--- src/rtl/arith_select_pipe.sv ---
// Two-stage add/sub/multiply/MAC pipeline with valid/ready handshakes on both sides.
// S1 registers the accepted beat; S2 computes and registers result, ovf and the accumulator.
module arith_select_pipe #(
    parameter int WIDTH = 4,
    parameter int GUARD = 4,
    localparam int RES_W = 2 * WIDTH + GUARD
) (
    input  logic             clk_i,
    input  logic             reset_i,
    input  logic             in_valid,
    output logic             in_ready,
    input  logic [1:0]       mode,
    input  logic [WIDTH-1:0] input1,
    input  logic [WIDTH-1:0] input2,
    input  logic             acc_clr,
    output logic             out_valid,
    input  logic             out_ready,
    output logic [RES_W-1:0] result,
    output logic             ovf
);

    typedef enum logic [1:0] {
        OP_ADD = 2'b00,
        OP_SUB = 2'b01,
        OP_MUL = 2'b10,
        OP_MAC = 2'b11
    } op_e;

    // Handshake: a beat moves on a rising edge where its valid and the matching
    // ready are both high. Only a full S2 facing a not-ready consumer stalls the
    // pipe, and then S1, S2 and the accumulator all freeze together, so in_ready
    // is simply the inverse of that stall condition.
    logic stall;

    logic             s1_valid;
    op_e              s1_mode;
    logic [WIDTH-1:0] s1_a;
    logic [WIDTH-1:0] s1_b;
    logic             s1_clr;

    logic             s2_valid;
    logic [RES_W-1:0] result_q;
    logic             ovf_q;
    logic [RES_W-1:0] acc;

    logic [2*WIDTH-1:0] prod;
    logic [RES_W-1:0]   a_ext;
    logic [RES_W-1:0]   b_ext;
    logic [RES_W-1:0]   prod_ext;
    logic [RES_W-1:0]   acc_base;
    logic [RES_W-1:0]   sum_add;
    logic [RES_W-1:0]   diff;
    logic [RES_W:0]     mac_sum;
    logic [RES_W-1:0]   calc_result;
    logic               calc_ovf;

    assign stall     = s2_valid & ~out_ready;
    assign in_ready  = ~stall;
    assign out_valid = s2_valid;
    assign result    = result_q;
    assign ovf       = ovf_q;

    always_ff @(posedge clk_i) begin
        if (reset_i) begin
            s1_valid <= 1'b0;
            s1_mode  <= OP_ADD;
            s1_a     <= '0;
            s1_b     <= '0;
            s1_clr   <= 1'b0;
        end else if (!stall) begin
            s1_valid <= in_valid;
            if (in_valid) begin
                s1_mode <= op_e'(mode);
                s1_a    <= input1;
                s1_b    <= input2;
                s1_clr  <= acc_clr;
            end
        end
    end

    always_comb begin
        a_ext    = RES_W'(s1_a);
        b_ext    = RES_W'(s1_b);
        prod     = (2 * WIDTH)'(s1_a) * (2 * WIDTH)'(s1_b);
        prod_ext = RES_W'(prod);
        sum_add  = a_ext + b_ext;
        diff     = a_ext - b_ext;
        // acc_clr replaces the running sum with zero for this beat only.
        acc_base = s1_clr ? '0 : acc;
        mac_sum  = (RES_W + 1)'(acc_base) + (RES_W + 1)'(prod_ext);

        calc_result = '0;
        calc_ovf    = 1'b0;
        case (s1_mode)
            OP_ADD: calc_result = sum_add;
            OP_SUB: begin
                calc_result = diff;
                calc_ovf    = (s1_a < s1_b);
            end
            OP_MUL: calc_result = prod_ext;
            OP_MAC: begin
                calc_result = mac_sum[RES_W-1:0];
                calc_ovf    = mac_sum[RES_W];
            end
            default: calc_result = '0;
        endcase
    end

    always_ff @(posedge clk_i) begin
        if (reset_i) begin
            s2_valid <= 1'b0;
            result_q <= '0;
            ovf_q    <= 1'b0;
            acc      <= '0;
        end else if (!stall) begin
            s2_valid <= s1_valid;
            // Output registers keep their last value across bubbles.
            if (s1_valid) begin
                result_q <= calc_result;
                ovf_q    <= calc_ovf;
                if (s1_mode == OP_MAC) begin
                    acc <= mac_sum[RES_W-1:0];
                end else if (s1_clr) begin
                    acc <= '0;
                end
            end
        end
    end

endmodule

--- config.mk ---
export PLATFORM = sky130hd
export DESIGN_NAME = arith_select_pipe
export DESIGN_NICKNAME = d
export VERILOG_FILES = /design/src/rtl/arith_select_pipe.sv
export SDC_FILE = /design/constraint.sdc
export NUM_CORES = 1
export LEC_CHECK = 0
export ABC_AREA = 0
export CAP_MARGIN = 40
export CORE_MARGIN = 1
export CORE_UTILIZATION = 35
export DETAILED_ROUTE_END_ITERATION = 12
export DONT_BUFFER_PORTS = 1
export PLACE_DENSITY_LB_ADDON = 0.3
export SLEW_MARGIN = 10
export SYNTH_ARGS = -nofsm -noshare
export SYNTH_HDL_FRONTEND = slang
export SYNTH_SLANG_ARGS = --single-unit
--- constraint.sdc ---
create_clock -name clk_i -period 11.4 [get_ports clk_i]
set_input_delay 3.42 -clock clk_i [delete_from_list [all_inputs] [get_ports clk_i]]
set_output_delay 3.42 -clock clk_i [all_outputs]
set_load 0.05 [all_outputs]
* After elaboration in Yosys (flattened, before gate mapping)
Cells that the tools add are included.
W data, S select, Z words.
** Storage, ports and cells
- Register bits after elaboration :: 38
- Input port bits :: 15
- Logic and storage cells :: 27
** Cells by class
- $add $sub $neg :: 3
- Multipliers :: 1
- $lt $le $gt $ge :: 1
- Equality and inequality tests :: 3
- Mux-type cells :: 4
- Bitwise gates (word level) :: 3
- Reductions and logical operators :: 3
** Operators with widths (number)
- $pmux W12 S4 :: 1
- $mux W12 :: 2
- $add A12 B8 Y13 :: 1
- $mul A4 B4 Y8 :: 1
- $add A4 B4 Y5 :: 1
- $sub A4 B4 Y5 :: 1
- $eq A2 B2 Y1 const B :: 2
- $lt A4 B4 Y1 :: 1
- $reduce_and A2 Y1 :: 2
- $eq A2 B1 Y1 const B :: 1
- $logic_not A2 Y1 :: 1
- $not A1 Y1 :: 2
- $pmux W1 S2 :: 1
- $and A1 B1 Y1 :: 1

* Depth between registers and ports, before layout
- Depth after elaboration :: 4
- Mapped depth :: 16

* Worst setup path after synthesis
Ideal clock, no wire load.
- Path kind :: input-to-output
- Start point :: input out_ready
- End point :: output in_ready
- Arrival time :: 4.101 ns
- Required time :: 7.980 ns
- Setup slack :: 3.879 ns
- Stages on the path :: 2
- Path through :: and2b_1 clkinv_1
** Between the ends
- Longest elaborated chain between the ends :: 3
** RTL lines
- from (decl) :: line 17 : input logic out_ready,
- $not A1 Y1 :: line 57 : assign stall = s2_valid & ~out_ready;
- $and A1 B1 Y1 :: line 57
- $not A1 Y1 (no line)
- to (decl) :: line 11 : output logic in_ready,
Every way passes these cells.

* Worst setup path after layout
Ends and elaborated chain as after synthesis.

==> results.md <==
- Final Critical Period: 7600 ps
- Cell chain of the critical path: and2b_1 > clkinv_1
- Worst Skew: 7.35 ps
- I/O pin cnt: 30
- Final setup TNS: 0 ps
- RSZ-0062 raised after global routing: false
- Fillcell total: 841
- Clk_lat worst skew: 300 ps
- Yosys reg bits: 38
- WP data required: 7980 ps
- Register area share after synthesis: 0.256
- Least-Margin Pin Slew: 727 ps
- H-tree levels: 2
- Via density: 5.55
- DR DRC count: 0
- Core area: 8220 µm²
- Worst Slack Setup Final: 3800 ps
- Syn Inst Count: 373
- Fin util: 0.381
- Non-filler instance count after layout: 472
- Placer Congestion: 0.862
- CP max stage delay: 510 ps
- Placed Instances: 464
- Area growth, synth to finish: 5.48%
- Post_cts resized: 0
- Cell family with most CP delay: buffers and inverters
- MaxCap Viol Count: 0
- Max Freq: 0.132 GHz
- Detailed Route WL: 7420 µm
- Vias in the first global route: 2461
- Initial antenna violation count: 0
- Port Buffer Count: 0
- Net Count, Synth: 424
- DPL Wire Length: 5530 µm
- Ant. Diodes: 0
- # rows: 33
- Status: finished clean
- Kind of critical path: in -> out
- DRT iter0 DRCs: 124
- GRT Residual Overflow: 0
- CTS root buf: clkbuf_8
- Largest net degree at the start of global routing: 37
- Max Slew Vio Count: 0
- Mean routed wirelength per cell: 15.7 µm
- Clock slew at reported path FFs: 90 ps
- Peak supply drop: 0.0768 mV
- Fraction of layout cells with a size suffix above 1: 0.0490
- Final hold slack: 481 ps
- Fin crit share: 0.667
- Die Footprint: 8860 µm²
- CP arrival: 4180 ps
- Worst path slowest cell: clkinv_1
- Crit Path Max Fanout: 9
- Relative slew margins: 0.512
- DR pass1 iterations: 4
- Avg Inst Size Synth: 7.96 µm²
- CP endpoint kind: primary output
- Unique masters post-synth: 61
- Final #Nets: 417
- Post-CTS Setup Bufs: 0
- Cts hold-fix bufs: 0
- CTS Sinks: 38
- Post-route ant nets: 0
- Pre-CTS setup slack: 3800 ps
- Via count: 2619
- CP Buf/Inv Count: 1
- Ys flop type: dfxtp_1
- Post-synth ARST share: 0
- Die X: 94.1 µm
- Initial Util: 0.362
- Cell area power density: 96.2 nW/µm²
- First-pass GRT wire length: 12300 µm
- HP Class: reg -> reg
- Count of final setup violators: 0
- GRT Total Usage: 0.177
- Number of flops mapped to enable cells by yosys: 0
- Most frequent cells in the layout: nand2_1 (51), a21oi_1 (41), dfxtp_1 (38)
- Final Hold Viols: 0
- Chip height: 94.1 µm
- CTS tree: yes
- Post-Syn Area: 2970 µm²
- Cts bufs inserted: 5
- Most common cell after layout, fill and taps aside: nand2_1
- Leakage: 1.31 nW
- Clock buffer depth: 2
- Ys Warns: 0
- Crit path launch type: input port
Yosys cell counts, drive strengths merged, types with 3 or more instances:
| cell | count | share of area |
|---|---|---|
| clkbuf | 7 | 0.0088 |
| nand2 | 51 | 0.064 |
| a21oi | 41 | 0.069 |
| nor4 | 4 | 0.0084 |
| a22oi | 6 | 0.015 |
| nor2b | 12 | 0.025 |
| nand2b | 5 | 0.011 |
| o211ai | 5 | 0.014 |
| o2111a | 3 | 0.011 |
| nor3 | 5 | 0.010 |
| xnor2 | 6 | 0.018 |
| buf | 8 | 0.015 |
| and2 | 8 | 0.017 |
| a31oi | 3 | 0.0063 |
| nand3 | 9 | 0.015 |
| o31ai | 3 | 0.0076 |
| ha | 29 | 0.12 |
| mux2i | 8 | 0.027 |
| fa | 7 | 0.047 |
| inv | 26 | 0.033 |
| o21ai | 20 | 0.034 |
| dfxtp | 38 | 0.26 |
| a211oi | 4 | 0.012 |
| a21o | 4 | 0.010 |
| nor2 | 20 | 0.025 |
| xor2 | 4 | 0.012 |
worst register-to-register path, stage by stage (launching register included):
cell and delay (ps):
dfxtp_1 530, nand2_1 130, fa_1 520, inv_1 60
fa_1 530, ha_1 340, a211oi_1 80, or4b_2 630
o2111ai_1 250, ha_1 350, nand2_1 70, o21ai_0 430
o21ai_1 240, or4_1 440, a31oi_1 160
through the flow:
stage	instance area [µm²]	power [mW]
final	3130	0.301
after global routing	3130	0.314
after CTS	3130	0.303
after detailed placement	3040	0.200
after global placement	3040	0.200
after floorplan	2970	0.191
power breakdown:
group	leakage, nW	internal, mW	switching [mW]
combinational	0.950	0.0154	0.0242
clock	0.0472	0.0488	0.0555
sequential	0.310	0.138	0.0194
total	1.31	0.202	0.0991
per-layer routing:
metal	routed length, µm	up-vias	global-route usage	share of wire
met5	0	-	0	0
li1	-	1314	-	-
met2	3440	64	0.299	0.46
met3	434	7	0.0316	0.058
met4	110	0	0.0462	0.015
met1	3440	1234	0.232	0.46
cell families after synthesis:
logic type,count (synthesis),share of synthesized area
and+or+nand+nor,131,0.219
muxes,9,0.0345
adders and majority gates,36,0.169
xor gates and xnor gates,10,0.0295
DFF,38,0.256
buffers and inverters,42,0.0581
AOI/OAI and AO/OA,107,0.233
final timing paths:
path	startpoint	endpoint	slack (ps)	cells past startpoint
setup / recovery	out_ready	in_ready	3800	2
hold / removal	acc[7]	acc[7]	480	2
setup reg to reg	s1_a[1]	acc[10]	6590	14
hold reg to reg	acc[7]	acc[7]	480	2
sequential cells by signal, indices dropped and copies added, names as in the netlist:
signal,flops
acc,12
out_valid,1
ovf,1
result,12
s1_a,4
s1_b,4
s1_clr,1
s1_mode,2
s1_valid,1
area by class of cell:
cell class | instances | area (µm²) | area share
repair buffers | 1 | 7.51 | 0.00240
multi-input cells | 293 | 2040 | 0.650
clock buffers | 6 | 82.6 | 0.0264
clock inverters | 2 | 12.5 | 0.00399
inverters | 27 | 101 | 0.0323
well taps | 105 | 131 | 0.0419
flip-flops and latches | 38 | 761 | 0.243
No activity file was read; power rests on OpenSTA's default activity.
